**src/rtl/int_mul_pkg.sv**
```systemverilog
// Shared definitions for the sequential shift-add multiplier.
package int_mul_pkg;

  typedef enum logic [1:0] {
    IDLE = 2'd0,
    MUL  = 2'd1,
    FIX  = 2'd2,
    DONE = 2'd3
  } state_t;

  // Counter width for a WIDTH-iteration loop: $clog2(WIDTH+1).
  function automatic int cnt_bits(input int width);
    return $clog2(width + 1);
  endfunction

endpackage

```
**src/rtl/int_mul_seq.sv**
```systemverilog
// Iterative radix-2 shift-add multiplier with valid/ready handshakes and
// per-transaction signed/unsigned mode; fixed latency of WIDTH+1 cycles.
module int_mul_seq
  import int_mul_pkg::*;
#(
  parameter int WIDTH = 8
) (
  input  logic                 clk,
  input  logic                 reset,
  input  logic                 in_valid,
  output logic                 in_ready,
  input  logic [WIDTH-1:0]     num1,
  input  logic [WIDTH-1:0]     num2,
  input  logic                 is_signed,
  output logic                 out_valid,
  input  logic                 out_ready,
  output logic [2*WIDTH-1:0]   result
);

  localparam int CW = cnt_bits(WIDTH);
  localparam logic [CW-1:0]      LAST    = CW'(WIDTH - 1);
  localparam logic [CW-1:0]      CNT_ONE = {{(CW-1){1'b0}}, 1'b1};
  localparam logic [WIDTH-1:0]   ONE_W   = {{(WIDTH-1){1'b0}}, 1'b1};
  localparam logic [2*WIDTH-1:0] ONE_2W  = {{(2*WIDTH-1){1'b0}}, 1'b1};

  state_t               state_r;
  state_t               state_nxt;
  logic [2*WIDTH-1:0]   acc_r;
  logic [2*WIDTH-1:0]   mcand_r;
  logic [2*WIDTH-1:0]   result_r;
  logic [WIDTH-1:0]     mplier_r;
  logic [CW-1:0]        cnt_r;
  logic                 neg_r;
  logic                 last_s;

  // The most negative value maps to 2^(WIDTH-1), which still fits unsigned.
  function automatic logic [WIDTH-1:0] magnitude(input logic [WIDTH-1:0] x,
                                                 input logic sgn);
    logic [WIDTH-1:0] m;
    if (sgn && x[WIDTH-1]) begin
      m = ~x + ONE_W;
    end else begin
      m = x;
    end
    return m;
  endfunction

  assign last_s    = (cnt_r == LAST);
  assign in_ready  = (state_r == IDLE);
  assign out_valid = (state_r == DONE);
  assign result    = result_r;

  // State register.
  always_ff @(posedge clk or negedge reset) begin
    if (!reset) begin
      state_r <= IDLE;
    end else begin
      state_r <= state_nxt;
    end
  end

  // Next-state decode.
  always_comb begin
    state_nxt = state_r;
    case (state_r)
      IDLE: begin
        if (in_valid) state_nxt = MUL;
        else          state_nxt = IDLE;
      end
      MUL: begin
        if (last_s) state_nxt = FIX;
        else        state_nxt = MUL;
      end
      FIX:  state_nxt = DONE;
      DONE: begin
        if (out_ready) state_nxt = IDLE;
        else           state_nxt = DONE;
      end
      default: state_nxt = IDLE;
    endcase
  end

  // Operand capture, shift-add iterations and final sign fix-up.
  always_ff @(posedge clk or negedge reset) begin
    if (!reset) begin
      acc_r    <= '0;
      mcand_r  <= '0;
      mplier_r <= '0;
      cnt_r    <= '0;
      neg_r    <= 1'b0;
      result_r <= '0;
    end else begin
      case (state_r)
        IDLE: begin
          if (in_valid) begin
            mcand_r  <= {{WIDTH{1'b0}}, magnitude(num1, is_signed)};
            mplier_r <= magnitude(num2, is_signed);
            neg_r    <= is_signed & (num1[WIDTH-1] ^ num2[WIDTH-1]);
            acc_r    <= '0;
            cnt_r    <= '0;
          end
        end
        MUL: begin
          if (mplier_r[0]) acc_r <= acc_r + mcand_r;
          mcand_r  <= {mcand_r[2*WIDTH-2:0], 1'b0};
          mplier_r <= {1'b0, mplier_r[WIDTH-1:1]};
          cnt_r    <= cnt_r + CNT_ONE;
        end
        FIX: begin
          if (neg_r) result_r <= ~acc_r + ONE_2W;
          else       result_r <= acc_r;
        end
        default: ;
      endcase
    end
  end

endmodule

```
**config.mk**
```make
export PLATFORM = sky130hd
export DESIGN_NAME = int_mul_seq
export DESIGN_NICKNAME = d
export VERILOG_FILES = /design/src/rtl/int_mul_pkg.sv /design/src/rtl/int_mul_seq.sv
export SDC_FILE = /design/constraint.sdc
export NUM_CORES = 1
export LEC_CHECK = 0
export ABC_AREA = 0
export CAP_MARGIN = 20
export CORE_MARGIN = 5
export CORE_UTILIZATION = 49
export CTS_CLUSTER_DIAMETER = 80
export CTS_CLUSTER_SIZE = 16
export DETAILED_ROUTE_END_ITERATION = 16
export MAX_ROUTING_LAYER = met4
export PLACE_DENSITY = 0.76
export RECOVER_POWER = 50
export SLEW_MARGIN = 20
export SYNTH_ARGS = -nofsm -noshare
export SYNTH_HDL_FRONTEND = slang
export SYNTH_SLANG_ARGS = --single-unit
```
**constraint.sdc**
```tcl
create_clock -name clk -period 1.95 [get_ports clk]
set_input_delay 0.4875 -clock clk [delete_from_list [all_inputs] [get_ports clk]]
set_output_delay 0.4875 -clock clk [all_outputs]
set_load 0.03 [all_outputs]
```
Yosys cells after proc, flatten, opt, wreduce, memory -nomap -nowiden
Cells that the tools add are included.
{ "totals": {"romBits": 0, "inputBits": 21, "ramBits": 0, "n_memories": 0, "reg_bits": 63, "latch_bits": 0} }
{ "classes": {"mux": 16, "n_reduce_logical": 7, "bitwise": 5, "n_shift": 0, "n_eq_ne": 6, "n_div": 0, "multipliers": 0, "addsub": 5, "order_cmp": 0} }
{ "ops": {"columns": ["cell", "n"], "rows": [
  ["two-way mux 16 bit", 4],
  ["case mux 16 bit (2 select lines)", 2],
  ["two-way mux 8 bit", 3],
  ["adder 16 x 1 -> 16 bit, second input constant", 1],
  ["adder 16 bit", 1],
  ["adder 8 x 1 -> 8 bit, second input constant", 2],
  ["NOT 16 bit", 1],
  ["NOT 8 bit", 2],
  ["case mux 8 bit (2 select lines)", 1],
  ["case mux 2 bit (4 select lines)", 1],
  ["case mux 4 bit (2 select lines)", 1],
  ["adder 4 x 1 -> 4 bit, second input constant", 1],
  ["equality test 2 bit, second input constant", 2],
  ["equality test 4 x 3 -> 1 bit, second input constant", 1],
  ["two-way mux 2 bit", 2],
  ["two-way mux 4 bit", 1],
  ["inequality test 2 bit, second input constant", 2],
  ["AND reduction 2 bit", 2],
  ["AND reduction 3 bit", 1],
  ["equality test 2 x 1 -> 1 bit, second input constant", 1],
  ["logical AND 1 bit", 2],
  ["zero test 2 bit", 1],
  ["nonzero test 2 bit", 1],
  ["AND 1 bit", 1],
  ["other kinds (2)", 2]
]} }

Depth between registers and ports, before layout
Gate-level depths: netlist of run 1.
{ "logic_depth": {"ltp_word": 5, "depth_mapped": 9} }

Least setup slack after synthesis of run 1
Ideal clock, no wire load.
{ "synth_path": {"kind": "flip-flop to flip-flop", "from": "register acc_r[2]", "to": "register acc_r[12]", "arrival_ns": 2.046, "stages_incl_launch_ff": 8, "path_slack_ns": -0.192, "path_buffers": 0, "t_required_ns": 1.855, "cell_sequence": "dfrtp_1 ha_1 nor2b_1 o31ai_1 a21oi_1 o31a_1 o21a_1 o31ai_1"} }
{ "synth_between": {"elab_chain_len": 3} }
{ "synth_rtl": {"columns": ["item", "line", "rtl"], "rows": [
  ["from (decl)", "int_mul_seq.sv:28", "logic [2*WIDTH-1:0] acc_r;"],
  ["from (signal assigned)", "int_mul_seq.sv:104", "if (mplier_r[0]) acc_r <= acc_r + mcand_r;"],
  ["adder 16 bit", "int_mul_seq.sv:104", null],
  ["two-way mux 16 bit", "int_mul_seq.sv:104", null],
  ["case mux 16 bit (2 select lines)", "int_mul_seq.sv:93", "case (state_r)"]
]} }
Every way passes these cells. The select of a mux whose other input is x is not followed.
A chain may end at the register's enable or synchronous reset.

Worst setup path in the final report of run 1
{ "layout_path": {"from": "register acc_r[2]", "to": "register result_r[15] (netlist: result[15])"} }
{ "layout_between": {"elab_chain_len": 3} }
{ "layout_rtl": {"columns": ["item", "line", "rtl"], "rows": [
  ["NOT 16 bit", "int_mul_seq.sv:110", "if (neg_r) result_r <= ~acc_r + ONE_2W;"],
  ["adder 16 x 1 -> 16 bit", "int_mul_seq.sv:110", null],
  ["two-way mux 16 bit", "int_mul_seq.sv:110", null],
  ["to (signal assigned)", "int_mul_seq.sv:110", null],
  ["to (signal assigned)", "int_mul_seq.sv:111", "else result_r <= acc_r;"],
  ["to (decl)", "int_mul_seq.sv:30", "logic [2*WIDTH-1:0] result_r;"]
]} }
Every way passes these cells.

==> impl_results.md, run 1 <==
* Total global-route track usage at between 20 and 25%
* Failing checks: negative setup slack
* Ratio of cells with drive above 1 in the final layout at just under 30%
* CP max stage delay at 0.44 ns
* RSZ-0062 raised after global routing: yes
* Slew HR at 20.66%
* Synth area leaders: dfrtp_1 43%, o21ai_0 8.3%, nand2_1 7.2%, ha_1 6.5%, xor2_1 5.3%
* Commonest cells post-synth: 70 x nand2_1, 63 x dfrtp_1, 61 x o21ai_0, 22 x nor2_1, 22 x xor2_1
* # nets final at roughly 570
* Drt first pass iters at 4
* N_diodes at 0
* Synth Area in XOR/XNOR at between 8 and 9%
* Die H at a little under 100 um
* Final core utilization at around 72%
* CP required at around 2.2 ns
* Area share of the leading cell type in the synthesized netlist at 42.96%
* Final setup vio count at 17
* Largest net degree at the start of global routing at 33
* Detailed-placement wirelength estimate at between 6000 and 7000 um
* Critical Path End Type: flop
* Achievable Freq at around 0.46 GHz
* Area fraction in compound gates after synthesis at between 20% and 30%
* Vias per cell at 5.556
* Inst Count DP at 595
* GPL Wtd Cong at approximately 0.85
* Port bufs at 38
* Hold Worst Slack at 0.3644 ns
* Mapped Cells at approximately 410
* CTS tree: yes
* Number of synthesized flops with an enable pin at 0
* Reg2Reg Depth at 6
* Core Box Area at approximately 7300 um^2
* Ys async rst share at 100.0%
* Skew final at 0.01284 ns
* Clk sinks at 63
* Post-Syn Area at approximately 3700 um^2
* Root Buffer: clkbuf_8
* RR Startpoint: acc_r[2]$_DFFE_PN0P_
* Seq cells post-synth at 63
* Sum of routed wire length over all layers at roughly 10000 um
* TritonCTS buffer count at 9
* Initial antenna violation count at 0
* Worst reg2reg path endpoint: result[15]$_DFFE_PN0N_
* First-pass GRT wire length at approximately 16000 um
* Hold Vio Cnt, Final at 0
* Clock buffer depth at 2
* Crit path max fanout at 4
* Crit path capture: result[15]$_DFFE_PN0N_
* Pre-CTS setup slack at -0.2465 ns
* Crit. Startpoint: acc_r[2]$_DFFE_PN0P_
* Post-route setup slack at -0.2438 ns
* Non-Filler Instances at about 630
* Final setup TNS at -2.456 ns
* DR DRC count at 0
* Syn Area/Cell at approximately 9.0 um^2
* Synth Area in Simple Gates at between 15 and 20%
* H-tree depth at 3
* Critical path class: flop to flop
* Top cell by count, worst path: or3_4
* I/O Pins at 39
* Fillers at ~550
* Reg clk slew, reported paths at around 0.08 ns
* Hold crit path type: input port to async pin
* YS warnings at 0
* Sequential share of the synthesized area at 42.96%
* Row count at 31
* Cell Pwr Density at 1532 nW/um^2
* Routed len/inst at between 15 and 20 um
* Cell with the most instances after synthesis: nand2_1
* Vias at between 3k and 4k
* Lkg Pwr at between 2 and 2.5 nW
* Top_reg_cell synth: dfrtp_1
* Area Overhead vs Synth at 44.02%
* Final ANT Viol Nets at 0
* Crit start category: flop
* Die width at between 90 and 100 um
* Max Transition Viols Final at 0
* CP max stage cell: dfrtp_2
* CP arrival at 2.40 ns
* Worst-skew pair later-pin latency at about 0.34 ns
* Reg2Reg Setup Slack at -0.24 ns
* Status: finished with violations
* Die area at around 9300 um^2
* Synth area leader: dfrtp_1
* Vias in the first global route at about 3.4k
* Slew of the pin with the lowest slew margin at between 1 and 1.5 ns
* Adder-cell share of the synthesized area at 7.024%
* CP Cell Sequence: or3_4, or3_4, or3_4, o31ai_4, xor2_1, o21ai_1
* Final worst-path cycle share at 112.5%
* Yosys cell types at between 40 and 50
* Worst vdd ir at between 500 and 600 uV
* Synthesized net count at 450
* Post-layout minimum cycle time at 2.194 ns
* Max-capacitance violation count at 0
* Remaining global-route overflow at 0
* Post-synthesis mux area share at 1.364%
* Detailed router's first-iteration violation count at approximately 190
* Main combinational cell family by area after synthesis: compound AO/OA/AOI/OAI gates
* Initial Util at 50.33%
## metrics by stage
stage	power (mW)	instance area, um^2
after floorplan	4.619	3766
after global placement	6.072	4723
after detailed placement	6.218	4723
after CTS	7.717	5182
after global routing	8.643	5285
final	8.096	5285
## worst min-delay path by stage
| stage | start | slack (ns) | cells past startpoint | to |
|---|---|---|---|---|
| 6_report | reset | 0.36 | 1 | result[2]$_DFFE_PN0N_ |
| 5_1_grt | reset | 0.46 | 1 | result[2]$_DFFE_PN0N_ |
| 4_1_cts | reset | 0.13 | 1 | result[2]$_DFFE_PN0N_ |
| 3_5_place_dp | result[8]$_DFFE_PN0N_ | 0.47 | 2 | result[8]$_DFFE_PN0N_ |
| 3_3_place_gp | result[4]$_DFFE_PN0N_ | 0.46 | 2 | result[4]$_DFFE_PN0N_ |
| 2_1_floorplan | reset | 0.19 | 0 | acc_r[0]$_DFFE_PN0P_ |
## timing repair
item	CTS	global route
endpoints found under the hold margin	0	0
cloned	0	0
setup buffers	18	3
pin swaps	14	25
hold buffers	0	0
endpoints found under the setup margin	17	37
resized for setup	37	32
## report_power, final
part           switching [mW]  internal [mW]  leakage [nW]  total (mW)
logic                    2.49           2.27          1.41        4.76
registers               0.482           1.81         0.817        2.29
clock network           0.494          0.554        0.0942        1.05
total                    3.46           4.63          2.32        8.10
## final cells by class
class,count,area [um^2],share of cell area [%]
well taps,99,123.9,2.344
repair buffers,122,1025,19.39
inverters,12,45.04,0.8523
multi-input cells,320,2326,44.01
flip-flops and latches,63,1583,29.95
clock buffers,12,165.2,3.125
clock inverters,3,17.52,0.3314
## cells by family (layout without fill, tap and decap cells)
family | Yosys count | count (layout)
buffers and inverters | 26 | 149
AND/OR/NAND/NOR | 134 | 134
XOR/XNOR | 34 | 34
flip-flops | 63 | 63
AO/OA/AOI/OAI | 127 | 127
multiplexers | 5 | 5
adder cells (fa/ha/maj) | 20 | 20
## sequential cells by signal, summed over array words and instances (netlist names)
register and count:
cnt_r 4, result 16, acc_r 16, mplier_r 8, neg_r 1, state_r 2
mcand_r 16
## per-layer routing
| layer | routed length (um) | up-vias | GRT usage (%) |
|---|---|---|---|
| li1 | - | 1701 | - |
| met1 | 4199 | 1672 | 26.84 |
| met2 | 5112 | 105 | 37.13 |
| met3 | 450 | 28 | 3.021 |
| met4 | 272 | 0 | 9.463 |
| met5 | 0 | - | - |
## placed cells by master, fill, tap and decap left out, types with 6 or more instances in the layout
master / instances
buf_4: 76
nand2_1: 69
dfrtp_1: 58
o21ai_0: 49
clkdlybuf4s50_1: 35
xor2_1: 22
nor2_1: 19
a22oi_1: 14
xnor2_1: 12
clkbuf_8: 12
o21ai_1: 11
nand3_1: 9
ha_1: 9
inv_1: 8
a21oi_2: 8
ha_4: 7
a21oi_1: 6
nor3_1: 6
## worst max-delay path: cells and delay by family, from the launching register on
family / cells / cell delay [ns]
AO/OA/AOI/OAI: 2 / 0.33
flip-flops: 1 / 0.44
AND/OR/NAND/NOR: 3 / 1.12
XOR/XNOR: 1 / 0.17
(Power assumes the default switching activity.)
==> run 2: changes to the inputs <==
CORE_MARGIN = 3   (was 5)
==> run 2 against run 1 <==
Effect of this change: the run ends with max-capacitance violations, max-slew violations, negative setup slack left; final cell count down 2.4%; hold slack better by 0.12 ns; first-iteration DRC count down 30%; clock-buffer cell count up 1; via count down 4.5%; critical path type unchanged; power down 2.5%.
==> impl_results.md, run 2 (synthesized netlist as in run 1, its figures left out) <==
* Reg2Reg Depth at 6 (unchanged)
* Slew of the pin with the lowest slew margin at 1.501 ns (+0.3108 ns)
* Status: finished with violations
* Area Overhead vs Synth at 41.53%
* Routed len/inst at 14.07 um (-12%)
* Critical Path End Type: flop
* Total power at 7.890 mW (-2.5%)
* Vias at 3348 (-4.5%)
* Die width at 92.54 um (-4.1%)
* Final worst-path cycle share at 110.6% (-1.9 points)
* Worst-skew pair later-pin latency at 0.34 ns (about the same)
* Most common cell after layout, fill and taps aside: nand2_1
* Reg clk slew, reported paths at 0.07 ns (about the same)
* Reg power frac at 29.0% (+0.7 points)
* Clk sinks at 63 (unchanged)
* Crit path max fanout at 3 (-1)
* DR DRC count at 0 (unchanged)
* Crit start category: flop
* Hold crit path type: flop to flop
* Cell Pwr Density at 1519 nW/um^2 (-0.83%)
* Sw Share at 41.26% (-1.5 points)
* Skew final at 0.008402 ns (-0.004437 ns)
* Hold Vio Cnt, Final at 0 (unchanged)
* Inst Count DP at 589 (-1.0%)
* Vias per cell at 5.435 (-2.2%)
* Combinational power share at 56.1% (-2.6 points)
* Commonest cells after routing, fill and taps aside: 69 x nand2_1, 66 x buf_4, 57 x dfrtp_1, 50 x o21ai_0, 35 x clkdlybuf4s50_1
* Worst vdd ir at 641.8 uV (+12%)
* Non-Filler Instances at 616 (-2.4%)
* TritonCTS buffer count at 9 (unchanged)
* RSZ-0062 raised after global routing: yes
* Fillers at 500 (-9.6%)
* Die H at 92.54 um (-4.1%)
* Achievable Freq at 0.4635 GHz (+1.7%)
* Initial antenna violation count at 0 (unchanged)
* H-tree depth at 3 (unchanged)
* Port bufs at 38 (unchanged)
* Max-capacitance violation count at 1 (+1)
* Final setup vio count at 13 (-4)
* Initial Util at 52.28% (+2.0 points)
* Max Transition Viols Final at 26 (+26)
* Power Internal at 4.635 mW (about the same)
* Pre-CTS setup slack at -0.2434 ns (+0.003087 ns)
* Hold Worst Slack at 0.4797 ns (+0.1154 ns)
* Total global-route track usage at 21.76% (-0.39 points)
* Post-layout minimum cycle time at 2.158 ns (-0.03620 ns)
* Clk pwr share at 14.9% (+2.0 points)
* Detailed router's first-iteration violation count at 133 (-30%)
* Detailed-placement wirelength estimate at 6209 um (-5.9%)
* Final setup TNS at -1.343 ns (+1.113 ns)
* Lkg Pwr at 2.282 nW (-1.7%)
* CP required at 2.17 ns (about the same)
* First-pass GRT wire length at 14430 um (-7.1%)
* Core Box Area at 7019 um^2 (-3.7%)
* Cts hold-fix bufs at 0 (unchanged)
* N_diodes at 0 (unchanged)
* Clock buffer depth at 2 (unchanged)
* Die area at 8564 um^2 (-8.1%)
* Failing checks: max-capacitance violations, max-slew violations, negative setup slack
* Slew HR at -0.05909% (-21 points)
* Root Buffer: clkbuf_8
* Critical path class: flop to flop
* Largest net degree at the start of global routing at 64 (+94%)
* Remaining global-route overflow at 0 (unchanged)
* Vias in the first global route at 3184 (-5.9%)
* Ratio of cells with drive above 1 in the final layout at 27.88% (-1.8 points)
* Drt first pass iters at 4 (unchanged)
* Row count at 30 (-3.2%)
* Sum of routed wire length over all layers at 8668 um (-14%)
* Final ANT Viol Nets at 0 (unchanged)
* WHS Path Cells at 2
* CTS tree: yes
* CP arrival at 2.38 ns (-0.02 ns)
* # nets final at 556 (-2.3%)
* GPL Wtd Cong at 0.8975 (+5.1%)
* Net Switching at 3.255 mW (-6.0%)
* I/O Pins at 39 (unchanged)
* Post-route setup slack at -0.2076 ns (+0.03620 ns)
[run 2: worst max-delay path: stages, from the launching register on]
cell,delay [ns]
dfrtp_1,0.42
or3_4,0.40
or3_4,0.34
or3_4,0.38
o41ai_4,0.22
xor2_1,0.19
o21ai_1,0.08
[run 2: what timing repair did]
item	in CTS	in global routing
gates resized for setup	29	36
gates cloned	0	0
pin swaps	15	16
buffers inserted	7	4
setup endpoints to repair	18	37
[run 2: power by group through the flow]
stage                     Clock [mW]  Sequential, mW  Combinational [mW]
final                           1.17            2.29                4.43
after global routing            1.27            2.36                4.88
after CTS                       1.20            2.26                4.13
after detailed placement           0            2.28                3.90
after global placement             0            2.25                3.78
after floorplan                    0            2.45                2.17
[run 2: layout make-up]
| type | instances | area, um^2 | area share [%] |
|---|---|---|---|
| multi-input combinational | 320 | 2312 | 44.52 |
| clock inverter | 3 | 40.04 | 0.7709 |
| sequential | 63 | 1584 | 30.50 |
| timing repair buffer | 109 | 923.4 | 17.78 |
| clock buffer | 13 | 168.9 | 3.252 |
| inverter | 12 | 45.04 | 0.8673 |
| tap | 96 | 120.1 | 2.313 |
[run 2: final timing paths]
kind / from / to / slack (ns)
setup / recovery: acc_r[2]$_DFFE_PN0P_ / result[13]$_DFFE_PN0N_ / -0.21
hold / removal: result[3]$_DFFE_PN0N_ / result[3]$_DFFE_PN0N_ / 0.48
setup reg to reg: acc_r[2]$_DFFE_PN0P_ / result[13]$_DFFE_PN0N_ / -0.21
hold reg to reg: result[3]$_DFFE_PN0N_ / result[3]$_DFFE_PN0N_ / 0.48
max in group asynchronous: reset / acc_r[0]$_DFFE_PN0P_ / 0.33
min in group asynchronous: reset / result[2]$_DFFE_PN0N_ / 0.58
[run 2: metal layers]
metal | GRT usage [%] | wire length [um] | vias to the layer above
li1 | - | - | 1677
met1 | 25.86 | 3768 | 1589
met2 | 36.86 | 4330 | 72
met3 | 4.468 | 423 | 10
met4 | 7.426 | 146 | 0
met5 | - | 0 | -
[run 2: through the flow]
| stage | utilization, % | instance area (um^2) |
|---|---|---|
| after detailed placement | 66.74 | 4684 |
| after CTS | 71.62 | 5027 |
| after global routing | 73.99 | 5194 |
| final | 73.99 | 5194 |
| after global placement | 66.74 | 4684 |
| after floorplan | - | 3766 |
==> run 3: changes to the inputs <==
CORE_UTILIZATION = 51   (was 49)
PLACE_DENSITY = 0.79   (was 0.76)
REMOVE_ABC_BUFFERS = 1   (was unset)
==> run 3 against run 2 <==
Effect of this change: the flow still finishes with violations (max-capacitance violations, max-slew violations, negative setup slack); via count is 4.4% higher; utilization is 1.8 points higher; combinational power increased by 4%; clock skew grew 0.0030 ns; critical path depth did not move; largest power group unchanged; highest routed layer unchanged.
==> impl_results.md, run 3 (synthesized netlist as in run 1, its figures left out) <==
* Top cell by count, worst path: or3_4
* Port bufs at 38 (unchanged)
* GPL Wtd Cong at 0.9230 (+2.8%)
* Lkg Pwr at 2.301 nW (+0.87%)
* Vias per cell at 5.612 (+3.2%)
* Vias in the first global route at 3551 (+12%)
* Most common cell after layout, fill and taps aside: buf_4
* Slew HR at -1.807% (-1.7 points)
* Vias at 3496 (+4.4%)
* Achievable Freq at 0.4602 GHz (-0.71%)
* Reg2Reg Setup Slack at -0.22 ns (-0.02 ns)
* Initial antenna violation count at 0 (unchanged)
* Largest net degree at the start of global routing at 64 (unchanged)
* Final ANT Viol Nets at 0 (unchanged)
* Max Transition Viols Final at 64 (+150%)
* Die area at 8249 um^2 (-3.7%)
* Total power at 7.956 mW (+0.84%)
* Sum of routed wire length over all layers at 9717 um (+12%)
* Clk sinks at 63 (unchanged)
* CP max stage cell: dfrtp_2
* CTS tree: yes
* Worst vdd ir at 628.9 uV (-2.0%)
* RSZ-0062 raised after global routing: yes
* Total global-route track usage at 25.08% (+3.3 points)
* Crit path max fanout at 4 (+1)
* Die width at 90.83 um (-1.9%)
* Die H at 90.83 um (-1.9%)
* Failing checks: max-capacitance violations, max-slew violations, negative setup slack
* Worst reg2reg path endpoint: result[13]$_DFFE_PN0N_
* Ratio of cells with drive above 1 in the final layout at 26.94% (-0.94 points)
* RR Startpoint: acc_r[2]$_DFFE_PN0P_
* Hold Path End: result[3]$_DFFE_PN0N_
* Clock buffer depth at 2 (unchanged)
* Crit start category: flop
* First-pass GRT wire length at 16210 um (+12%)
* Reg2Reg Depth at 6 (unchanged)
* # nets final at 563 (+1.3%)
* I/O Pins at 39 (unchanged)
* Final worst-path cycle share at 111.4% (+0.80 points)
* H-tree depth at 3 (unchanged)
* Critical Path End Type: flop
* Post-route setup slack at -0.2231 ns (-0.01551 ns)
* Slew of the pin with the lowest slew margin at 1.527 ns (+0.02621 ns)
* Area Overhead vs Synth at 41.87%
* CP max stage delay at 0.43 ns (about the same)
* Hold Vio Cnt, Final at 0 (unchanged)
* Reg clk slew, reported paths at 0.07 ns (about the same)
* Post-DP Area at 4618 um^2 (-1.4%)
* Cell Pwr Density at 1528 nW/um^2 (+0.59%)
* Detailed-placement wirelength estimate at 6511 um (+4.9%)
* Status: finished with violations
* Hold Worst Slack at 0.4807 ns (+0.0009640 ns)
* Final core utilization at 75.79% (+1.8 points)
* Routed len/inst at 15.60 um (+11%)
* Critical path class: flop to flop
* CP required at 2.18 ns (about the same)
* Max-capacitance violation count at 1 (unchanged)
* Detailed router's first-iteration violation count at 333 (+150%)
* Commonest cells after routing, fill and taps aside: 70 x buf_4, 69 x nand2_1, 61 x dfrtp_1, 48 x o21ai_0, 35 x clkdlybuf4s50_1
* DR DRC count at 0 (unchanged)
* Row count at 30 (unchanged)
* N_diodes at 0 (unchanged)
* Worst-skew pair later-pin latency at 0.35 ns (about the same)
* Remaining global-route overflow at 0 (unchanged)
* Core Box Area at 6869 um^2 (-2.1%)
* Skew final at 0.01137 ns (+0.002972 ns)
* Root Buffer: clkbuf_8
* CP arrival at 2.40 ns (+0.02 ns)
* Min-delay src: result[3]$_DFFE_PN0N_
* Initial Util at 53.42% (+1.1 points)
* Fin area at 5206 um^2 (+0.24%)
* TritonCTS buffer count at 9 (unchanged)
* Drt first pass iters at 6 (+2)
* Final setup vio count at 15 (+2)
* Final setup TNS at -2.016 ns (-0.6734 ns)
* CP Cell Sequence: or3_4, or3_4, or3_4, o41ai_4, xor2_1, o21ai_1
* Post-layout minimum cycle time at 2.173 ns (+0.01551 ns)
* Crit. Startpoint: acc_r[2]$_DFFE_PN0P_
* Hold crit path type: flop to flop
* WHS Path Cells at 2 (unchanged)
-- run 3: cell type report --
type | count | area [um^2]
Clock inverter | 5 | 32.53
Tap cell | 96 | 120.1
Sequential cell | 63 | 1579
Multi-Input combinational cell | 320 | 2288
Timing Repair Buffer | 116 | 987.2
Clock buffer | 11 | 151.4
Fill cell | 468 | 1663
Inverter | 12 | 47.55
-- run 3: routing by layer --
metal,share of wire (%),track usage (%)
met4,2.2,12.19
met3,4.4,3.833
met2,51,43.05
met1,42,28.64
met5,0,-
-- run 3: worst max path at each step --
| stage | endpoint | slack [ns] | depth (start not counted) |
|---|---|---|---|
| 2_1_floorplan | acc_r[15]$_DFFE_PN0P_ | -0.38 | 5 |
| 6_report | result[13]$_DFFE_PN0N_ | -0.22 | 6 |
| 3_3_place_gp | result[12]$_DFFE_PN0N_ | -0.20 | 8 |
| 4_1_cts | result[13]$_DFFE_PN0N_ | -0.22 | 6 |
| 5_1_grt | result[13]$_DFFE_PN0N_ | -0.30 | 6 |
| 3_5_place_dp | acc_r[14]$_DFFE_PN0P_ | -0.31 | 10 |
-- run 3: critical path, delay by kind of cell (launching register included) --
kind                      cells  cell delay (ns)
DFF                           1             0.43
and+or+nand+nor               3             1.13
xor gates and xnor gates      1             0.20
AOI/OAI and AO/OA             2             0.30
-- run 3: repair_timing --
| action | 4_1_cts | 5_1_grt |
|---|---|---|
| pin swaps | 29 | 17 |
| endpoints found under the setup margin | 18 | 31 |
| resized for setup | 57 | 21 |
| hold buffers | 0 | 0 |
| setup buffers | 12 | 4 |
-- run 3: power by group --
part	switching [mW]	internal (mW)
combinational	2.45	2.18
clock	0.531	0.525
sequential	0.470	1.81
total	3.45	4.51
-- run 3: per-stage QoR --
stage,instances,setup WS (ns)
global route,623,-0.2969
detailed placement,593,-0.3101
floorplan,395,-0.3839
global placement,593,-0.2025
CTS,619,-0.2194
finish,623,-0.2231
